File: src/rtl/atm_session_ctrl_if.sv
//==============================================================================
// Module      : atm_session_ctrl_if
// Description : Card, PIN, admin and authenticator signals of the ATM session
//               controller, bundled with controller/environment modports.
// Revision    : 1.0 - initial release
//==============================================================================
`default_nettype none

interface atm_session_ctrl_if;
    logic        card_in;
    logic [3:0]  acc_num_in;
    logic        pin_valid;
    logic [15:0] pin_in;
    logic        logout;
    logic        activity;
    logic        unlock_req;
    logic [3:0]  unlock_index;
    logic        auth_found;
    logic        auth_ok;
    logic [3:0]  auth_index;
    logic [3:0]  auth_acc_num;
    logic [15:0] auth_pin;
    logic        session_active;
    logic [3:0]  session_index;
    logic [3:0]  tries_left;
    logic        eject;
    logic        evt_not_found;
    logic        evt_bad_pin;
    logic        evt_locked;
    logic        evt_timeout;
    logic [2:0]  state_out;

    modport slave (
        input  card_in, acc_num_in, pin_valid, pin_in, logout, activity,
               unlock_req, unlock_index, auth_found, auth_ok, auth_index,
        output auth_acc_num, auth_pin, session_active, session_index,
               tries_left, eject, evt_not_found, evt_bad_pin, evt_locked,
               evt_timeout, state_out
    );

    modport master (
        output card_in, acc_num_in, pin_valid, pin_in, logout, activity,
               unlock_req, unlock_index, auth_found, auth_ok, auth_index,
        input  auth_acc_num, auth_pin, session_active, session_index,
               tries_left, eject, evt_not_found, evt_bad_pin, evt_locked,
               evt_timeout, state_out
    );
endinterface

`default_nettype wire

File: src/rtl/atm_session_ctrl.sv
//==============================================================================
// Module      : atm_session_ctrl
// Description : Owns one ATM customer session: account lookup, PIN retries
//               with per-account lockout, PIN and idle timeouts, eject.
// Revision    : 1.0 - initial release
//==============================================================================
`default_nettype none

module atm_session_ctrl #(
    parameter int NUM_ACCOUNTS    = 10,
    parameter int MAX_TRIES       = 3,
    parameter int PIN_TIMEOUT     = 1000,
    parameter int SESSION_TIMEOUT = 5000
) (
    input  logic              clk,
    input  logic              rst,
    atm_session_ctrl_if.slave sif
);
    localparam int c_TMR_MAX = (PIN_TIMEOUT > SESSION_TIMEOUT) ? PIN_TIMEOUT : SESSION_TIMEOUT;
    localparam int c_TMR_W   = $clog2(c_TMR_MAX + 1);
    localparam logic [c_TMR_W-1:0] c_PIN_LAST = c_TMR_W'(PIN_TIMEOUT - 1);
    localparam logic [c_TMR_W-1:0] c_SES_LAST = c_TMR_W'(SESSION_TIMEOUT - 1);
    localparam logic [c_TMR_W-1:0] c_TMR_ONE  = c_TMR_W'(1);
    localparam logic [3:0]         c_TRIES    = 4'(MAX_TRIES);

    typedef enum logic [2:0] {
        S_IDLE     = 3'd0,
        S_LOOKUP   = 3'd1,
        S_WAIT_PIN = 3'd2,
        S_CHECK    = 3'd3,
        S_SESSION  = 3'd4,
        S_EJECT    = 3'd5
    } state_t;

    state_t                  state_q, state_d;
    logic [c_TMR_W-1:0]      timer_q, timer_d;
    logic [3:0]              index_q, index_d;
    logic [3:0]              acc_q, acc_d;
    logic [15:0]             pin_q, pin_d;
    logic [3:0]              tries_q, tries_d;
    logic [3:0]              sess_idx_q, sess_idx_d;
    logic                    active_q, active_d;
    logic                    eject_q, eject_d;
    logic                    nf_q, nf_d;
    logic                    bp_q, bp_d;
    logic                    lk_q, lk_d;
    logic                    to_q, to_d;
    logic [NUM_ACCOUNTS-1:0] lock_q, lock_d;
    logic                    w_found_locked;
    logic                    w_lock_set;
    logic [3:0]              w_tries_dec;

    // Out-of-range authenticator indices never match a slot and read unlocked.
    always_comb begin
        w_found_locked = 1'b0;
        for (int i = 0; i < NUM_ACCOUNTS; i++) begin
            if (sif.auth_index == 4'(i)) begin
                w_found_locked = lock_q[i];
            end
        end
    end

    always_comb begin
        state_d     = state_q;
        timer_d     = timer_q;
        index_d     = index_q;
        acc_d       = acc_q;
        pin_d       = pin_q;
        tries_d     = tries_q;
        nf_d        = 1'b0;
        bp_d        = 1'b0;
        lk_d        = 1'b0;
        to_d        = 1'b0;
        w_lock_set  = 1'b0;
        w_tries_dec = tries_q - 4'd1;

        case (state_q)
            S_IDLE: begin
                if (sif.card_in) begin
                    acc_d   = sif.acc_num_in;
                    pin_d   = '0;
                    tries_d = c_TRIES;
                    state_d = S_LOOKUP;
                end
            end
            S_LOOKUP: begin
                if (!sif.card_in) begin
                    state_d = S_IDLE;
                end else if (!sif.auth_found) begin
                    nf_d    = 1'b1;
                    state_d = S_EJECT;
                end else if (w_found_locked) begin
                    lk_d    = 1'b1;
                    state_d = S_EJECT;
                end else begin
                    index_d = sif.auth_index;
                    timer_d = '0;
                    state_d = S_WAIT_PIN;
                end
            end
            S_WAIT_PIN: begin
                if (!sif.card_in) begin
                    state_d = S_IDLE;
                end else if (sif.pin_valid) begin
                    pin_d   = sif.pin_in;
                    state_d = S_CHECK;
                end else if (timer_q == c_PIN_LAST) begin
                    to_d    = 1'b1;
                    state_d = S_EJECT;
                end else begin
                    timer_d = timer_q + c_TMR_ONE;
                end
            end
            S_CHECK: begin
                // The retry count and lock are committed even if the card is pulled now.
                if (!sif.auth_ok) begin
                    tries_d    = w_tries_dec;
                    w_lock_set = (w_tries_dec == 4'd0);
                end
                if (!sif.card_in) begin
                    state_d = S_IDLE;
                end else if (sif.auth_ok) begin
                    timer_d = '0;
                    state_d = S_SESSION;
                end else if (w_tries_dec == 4'd0) begin
                    bp_d    = 1'b1;
                    lk_d    = 1'b1;
                    state_d = S_EJECT;
                end else begin
                    bp_d    = 1'b1;
                    timer_d = '0;
                    state_d = S_WAIT_PIN;
                end
            end
            S_SESSION: begin
                if (!sif.card_in) begin
                    state_d = S_IDLE;
                end else if (sif.logout) begin
                    state_d = S_EJECT;
                end else if (sif.activity) begin
                    timer_d = '0;
                end else if (timer_q == c_SES_LAST) begin
                    to_d    = 1'b1;
                    state_d = S_EJECT;
                end else begin
                    timer_d = timer_q + c_TMR_ONE;
                end
            end
            S_EJECT: begin
                if (!sif.card_in) begin
                    state_d = S_IDLE;
                end
            end
            default: begin
                state_d = S_IDLE;
            end
        endcase

        if ((state_d == S_IDLE) || (state_d == S_EJECT)) begin
            pin_d = '0;
        end
        active_d   = (state_d == S_SESSION);
        eject_d    = (state_d == S_EJECT);
        sess_idx_d = active_d ? index_q : 4'd0;
    end

    // Lock is applied after unlock so a same-cycle collision leaves the bit set.
    always_comb begin
        lock_d = lock_q;
        for (int i = 0; i < NUM_ACCOUNTS; i++) begin
            if (sif.unlock_req && (sif.unlock_index == 4'(i))) begin
                lock_d[i] = 1'b0;
            end
            if (w_lock_set && (index_q == 4'(i))) begin
                lock_d[i] = 1'b1;
            end
        end
    end

    always_ff @(posedge clk) begin
        if (!rst) begin
            state_q    <= S_IDLE;
            timer_q    <= '0;
            index_q    <= '0;
            acc_q      <= '0;
            pin_q      <= '0;
            tries_q    <= c_TRIES;
            sess_idx_q <= '0;
            active_q   <= 1'b0;
            eject_q    <= 1'b0;
            nf_q       <= 1'b0;
            bp_q       <= 1'b0;
            lk_q       <= 1'b0;
            to_q       <= 1'b0;
            lock_q     <= '0;
        end else begin
            state_q    <= state_d;
            timer_q    <= timer_d;
            index_q    <= index_d;
            acc_q      <= acc_d;
            pin_q      <= pin_d;
            tries_q    <= tries_d;
            sess_idx_q <= sess_idx_d;
            active_q   <= active_d;
            eject_q    <= eject_d;
            nf_q       <= nf_d;
            bp_q       <= bp_d;
            lk_q       <= lk_d;
            to_q       <= to_d;
            lock_q     <= lock_d;
        end
    end

    assign sif.auth_acc_num   = acc_q;
    assign sif.auth_pin       = pin_q;
    assign sif.session_active = active_q;
    assign sif.session_index  = sess_idx_q;
    assign sif.tries_left     = tries_q;
    assign sif.eject          = eject_q;
    assign sif.evt_not_found  = nf_q;
    assign sif.evt_bad_pin    = bp_q;
    assign sif.evt_locked     = lk_q;
    assign sif.evt_timeout    = to_q;
    assign sif.state_out      = state_q;

endmodule

`default_nettype wire

File: src/flat_wrapper.sv
// flat-port wrapper written by rule: the top's interface ports become plain ports
module atm_session_ctrl_flat 
#(
    parameter int NUM_ACCOUNTS    = 10,
    parameter int MAX_TRIES       = 3,
    parameter int PIN_TIMEOUT     = 1000,
    parameter int SESSION_TIMEOUT = 5000
)
  (clk, rst, sif_card_in, sif_acc_num_in, sif_pin_valid, sif_pin_in, sif_logout, sif_activity, sif_unlock_req, sif_unlock_index, sif_auth_found, sif_auth_ok, sif_auth_index, sif_auth_acc_num, sif_auth_pin, sif_session_active, sif_session_index, sif_tries_left, sif_eject, sif_evt_not_found, sif_evt_bad_pin, sif_evt_locked, sif_evt_timeout, sif_state_out);
  atm_session_ctrl_if sif_i ();
  input  logic clk;
  input  logic rst;
  input wire logic [$bits(sif_i.card_in)-1:0] sif_card_in;
  input wire logic [$bits(sif_i.acc_num_in)-1:0] sif_acc_num_in;
  input wire logic [$bits(sif_i.pin_valid)-1:0] sif_pin_valid;
  input wire logic [$bits(sif_i.pin_in)-1:0] sif_pin_in;
  input wire logic [$bits(sif_i.logout)-1:0] sif_logout;
  input wire logic [$bits(sif_i.activity)-1:0] sif_activity;
  input wire logic [$bits(sif_i.unlock_req)-1:0] sif_unlock_req;
  input wire logic [$bits(sif_i.unlock_index)-1:0] sif_unlock_index;
  input wire logic [$bits(sif_i.auth_found)-1:0] sif_auth_found;
  input wire logic [$bits(sif_i.auth_ok)-1:0] sif_auth_ok;
  input wire logic [$bits(sif_i.auth_index)-1:0] sif_auth_index;
  output wire logic [$bits(sif_i.auth_acc_num)-1:0] sif_auth_acc_num;
  output wire logic [$bits(sif_i.auth_pin)-1:0] sif_auth_pin;
  output wire logic [$bits(sif_i.session_active)-1:0] sif_session_active;
  output wire logic [$bits(sif_i.session_index)-1:0] sif_session_index;
  output wire logic [$bits(sif_i.tries_left)-1:0] sif_tries_left;
  output wire logic [$bits(sif_i.eject)-1:0] sif_eject;
  output wire logic [$bits(sif_i.evt_not_found)-1:0] sif_evt_not_found;
  output wire logic [$bits(sif_i.evt_bad_pin)-1:0] sif_evt_bad_pin;
  output wire logic [$bits(sif_i.evt_locked)-1:0] sif_evt_locked;
  output wire logic [$bits(sif_i.evt_timeout)-1:0] sif_evt_timeout;
  output wire logic [$bits(sif_i.state_out)-1:0] sif_state_out;
  assign sif_i.card_in = sif_card_in;
  assign sif_i.acc_num_in = sif_acc_num_in;
  assign sif_i.pin_valid = sif_pin_valid;
  assign sif_i.pin_in = sif_pin_in;
  assign sif_i.logout = sif_logout;
  assign sif_i.activity = sif_activity;
  assign sif_i.unlock_req = sif_unlock_req;
  assign sif_i.unlock_index = sif_unlock_index;
  assign sif_i.auth_found = sif_auth_found;
  assign sif_i.auth_ok = sif_auth_ok;
  assign sif_i.auth_index = sif_auth_index;
  assign sif_auth_acc_num = sif_i.auth_acc_num;
  assign sif_auth_pin = sif_i.auth_pin;
  assign sif_session_active = sif_i.session_active;
  assign sif_session_index = sif_i.session_index;
  assign sif_tries_left = sif_i.tries_left;
  assign sif_eject = sif_i.eject;
  assign sif_evt_not_found = sif_i.evt_not_found;
  assign sif_evt_bad_pin = sif_i.evt_bad_pin;
  assign sif_evt_locked = sif_i.evt_locked;
  assign sif_evt_timeout = sif_i.evt_timeout;
  assign sif_state_out = sif_i.state_out;
  atm_session_ctrl #(.NUM_ACCOUNTS(NUM_ACCOUNTS), .MAX_TRIES(MAX_TRIES), .PIN_TIMEOUT(PIN_TIMEOUT), .SESSION_TIMEOUT(SESSION_TIMEOUT)) u_core (.clk(clk), .rst(rst), .sif(sif_i));
endmodule
File: config.mk
export PLATFORM = sky130hd
export DESIGN_NAME = atm_session_ctrl_flat
export DESIGN_NICKNAME = d
export VERILOG_FILES = /design/src/rtl/atm_session_ctrl_if.sv /design/src/rtl/atm_session_ctrl.sv /design/src/flat_wrapper.sv
export SDC_FILE = /design/constraint.sdc
export NUM_CORES = 1
export LEC_CHECK = 0
export BUFFER_PORTS_ARGS = -buffer_cell sky130_fd_sc_hd__buf_2
export CAP_MARGIN = 20
export CORE_MARGIN = 5
export CORE_UTILIZATION = 55
export DETAILED_ROUTE_END_ITERATION = 12
export GPL_TIMING_DRIVEN = 0
export PLACE_DENSITY = 0.8
export SLEW_MARGIN = 20
export SYNTH_ARGS = -nofsm -noshare
export SYNTH_HDL_FRONTEND = slang
export SYNTH_SLANG_ARGS = --single-unit
File: constraint.sdc
create_clock -name clk -period 2.9 [get_ports clk]
set_clock_uncertainty 0.2 [all_clocks]
set_input_delay 0.58 -clock clk [delete_from_list [all_inputs] [get_ports clk]]
set_output_delay 0.58 -clock clk [all_outputs]
set_load 0.02 [all_outputs]
==> flow_summary.toml <==
[drt]
routed_wire_length_per_instance_um = 16.1
drtIter0Drc = 301
ant_nets = 0
drcViolationCount = 0
drt-total-wl_mm = 9.20
firstDrtPassIters = 5
vias = 3447
viasPerCell = 6.04

[setup_path]
cp-end-kind = "flip-flop"
cp_data_arrival_time_ps = 2790
cpMostUsedCell = "buf_2"
max_stage_delay_ps = 400
timing.critical_path.buf_inv = 3
critPathTopFamily = "simple AND/OR/NAND/NOR gates"
cp-start-kind = "flip-flop"
cp_cell_sequence = "buf_2 -> nand3b_1 -> nor2_2 -> nand2_1 -> o221a_2 -> nand2b_1 -> buf_2 -> buf_6 -> a31oi_1"
cp_max_fo = 10
worstSetupPathType = "flip-flop to flip-flop"
slowest_stage = "o221a_2"
cp.required_ps = 2970
reg2reg_slack_ps = 180

[cts]
cts_num_sinks = 64
cts_buffers = 9
holdBufCountCts = 0
clockRootBuffer = "clkbuf_8"
clk_transition_reported_paths_ps = 80
cts_max_level = 3
clkLatencyLatePin_ps = 360
cts_buffer_depth = 2
cts_tree = "done"

[power]
p_switching_mw = 0.513
swShare = 0.262
clock_power_share = 0.442
power.share.combinational = 0.102
p_per_area_nw_per_um2 = 474
leakage_nw = 1.69
p_seq_frac = 0.457
internal-power_mw = 1.44
ir_drop_mv = 0.302

[yosys]
yosys.area_share.simple = 0.235
synthXorXnorAreaFrac = 0
ys.flop_type = "dfxtp_1"
syn_area_sq_um = 3430
synth_seq_cells = 64
ys_warn_count = 0
synthArstFlopShare = 0
yosysUniqueCellTypes = 58
synth_compound_area_frac = 0.224
synth_edf_count = 0
yosysSeqAreaShare = 0.373
syn_avg_cell_area_sq_um = 8.41
syn_inst = 408
synthesis.nets = 448
synth_mux_area_frac = 0.0864
synthAdderAreaFrac = 0.0109
synth_top_family_by_area = "simple AND/OR/NAND/NOR gates"

[placed_design]
gp_congestion = 0.925
hpwl_mm = 6.62
io_buffers = 71
dpl_cell_area_sq_um = 3880
dp_slack_ps = -254

[die]
die_w_um = 89.0
top_level_ports = 74
rows = 28
start_util = 0.573
dieArea_sq_um = 7920
die_h_um = 89.0
core_area_sq_um = 5990

[sta]
max_freq_ghz = 0.368
layout_worst_path_cycle_share = 0.938
relSlewSlack = 0.529
hold_violations = 0
worst_pin_slew_ps = 701
rsz0062_at_grt = "no"
layout_setup_ws_ps = 180
final_max_slew_viol_count = 0
setup_viol = 0
fin_crit_ps = 2720

[global_routing]
grt_max_degree = 13
antenna_found_initial = 0
grt.total_usage = 0.241
grt_pass1_wl_mm = 14.9
globalRouteOverflowTotal = 0
grt_pass1_vias = 3213

[final_layout]
layout.nets = 531
final_layout_size_suffix_gt1_frac = 0.250
area_growth_syn_to_layout_pct = 20.3
postLayoutCellArea_sq_um = 4130
insertedDiodeCount = 0

[worst_hold_path]
min_path_type = "primary input to flip-flop"

[status]
outcome = "complete, no violations"

[flow_run]
max_cap_violations = 0
==> registers in the layout, summed over array words and instances, names as in the netlist, 3 cells and up <==
name	count
u_core.index_q	4
u_core.lock_q	10
u_core.sif.auth_acc_num	4
u_core.sif.auth_pin	16
u_core.sif.session_index	4
u_core.sif.state_out	3
u_core.sif.tries_left	4
u_core.timer_q	13
==> stage by stage <==
stage	TNS, ps	total power, mW	hold WS [ps]	utilization	instances
5_1_grt	0	2.01	267	0.689	571
2_1_floorplan	0	1.04	246	-	408
3_3_place_gp	-3430	1.10	258	0.648	554
6_report	0	1.95	258	0.689	571
3_5_place_dp	-4050	1.11	262	0.648	554
4_1_cts	0	1.95	248	0.684	570
==> repair_timing <==
action	in CTS	in global routing
endpoints found under the setup margin	0	19
setup buffers	0	1
resized for setup	0	7
==> tightest hold or removal path, delay by kind of cell <==
| family | cells | cell delay (ps) |
|---|---|---|
| and+or+nand+nor | 1 | 70 |
| buffers and inverters | 1 | 80 |
| muxes | 1 | 50 |
==> routing by layer <==
metal  GRT usage  routed length, um
met2       0.372               4140
met4       0.123                203
met3      0.0378                718
met1       0.328               4140
met5           0                  0
==> cell type report <==
type	instances	area, sq um
multi-input cells	288	1920
fillers	501	1860
flip-flops and latches	64	1280
repair buffers	72	363
plain buffers	27	136
clock buffers	9	124
inverters	29	109
clock inverters	7	96.3
well taps	75	93.8
==> power groups by stage <==
stage               Combinational [mW]  Clock (mW)  Sequential [mW]
floorplan                        0.117           0            0.919
global placement                 0.189           0            0.912
detailed placement               0.194           0            0.912
CTS                              0.195       0.866            0.892
global route                     0.215       0.903            0.893
finish                           0.199       0.863            0.892
==> worst paths after layout <==
check	to	startpoint	depth (start not counted)
max	u_core.sif.auth_pin[13]$_SDFFE_PP0P_	u_core.sif.state_out[2]$_SDFF_PN0_	9
min	u_core.sif.auth_acc_num[3]$_SDFFE_PN0P_	sif_acc_num_in[3]	3
max reg2reg	u_core.sif.auth_pin[13]$_SDFFE_PP0P_	u_core.sif.state_out[2]$_SDFF_PN0_	9
min reg2reg	u_core.lock_q[1]$_SDFFE_PN0P_	u_core.lock_q[1]$_SDFFE_PN0P_	2
==> cell usage in the layout, fill, tap and decap left out, drive strengths merged, types with 5 or more instances in the layout <==
cell,synthesis,routed
buf,17,89
dfxtp,64,64
nand2,37,37
inv,29,29
nor2,25,25
mux2i,24,24
o21ai,19,19
a31oi,19,19
clkbuf,10,19
a21oi,18,18
o311ai,16,16
nor3,15,15
nand3,12,12
nand2b,9,9
o21a,9,9
and2,8,8
nor4,7,7
nand3b,5,5
nor3b,5,5
mux2,5,5
==> synth_stat cells, drive strengths merged (2+ instances only) <==
master / n / area share
nand2b: 9 / 0.016
clkbuf: 10 / 0.011
buf: 17 / 0.028
nor4: 7 / 0.017
a22oi: 2 / 0.0044
ha: 3 / 0.011
dfxtp: 64 / 0.37
and3: 2 / 0.0036
o21a: 9 / 0.020
nor2b: 2 / 0.0036
a211oi: 3 / 0.0095
or4b: 2 / 0.0069
a31oi: 19 / 0.035
nor2: 25 / 0.027
or2: 2 / 0.0036
nand4: 4 / 0.0073
o21ai: 19 / 0.028
nor3b: 5 / 0.012
mux2i: 24 / 0.070
nand3: 12 / 0.018
or3b: 2 / 0.0051
or3: 2 / 0.0036
o22ai: 2 / 0.0036
o31ai: 4 / 0.0088
nand2: 37 / 0.040
mux2: 5 / 0.016
o41ai: 2 / 0.0073
nand4b: 4 / 0.010
o311ai: 16 / 0.041
nor3: 15 / 0.022
a21oi: 18 / 0.026
a21boi: 4 / 0.0088
nand3b: 5 / 0.011
a21o: 2 / 0.0044
inv: 29 / 0.032
a32o: 2 / 0.0058
and2: 8 / 0.015
==> cells by family (layout without fill, tap and decap cells) <==
kind of cell | after synthesis | in the layout
multiplexers | 29 | 29
buffers and inverters | 56 | 144
AO/OA/AOI/OAI | 110 | 110
AND/OR/NAND/NOR | 146 | 146
adder cells (fa/ha/maj) | 3 | 3
flip-flops | 64 | 64
Note: power is estimated with default switching activity, not from simulation.
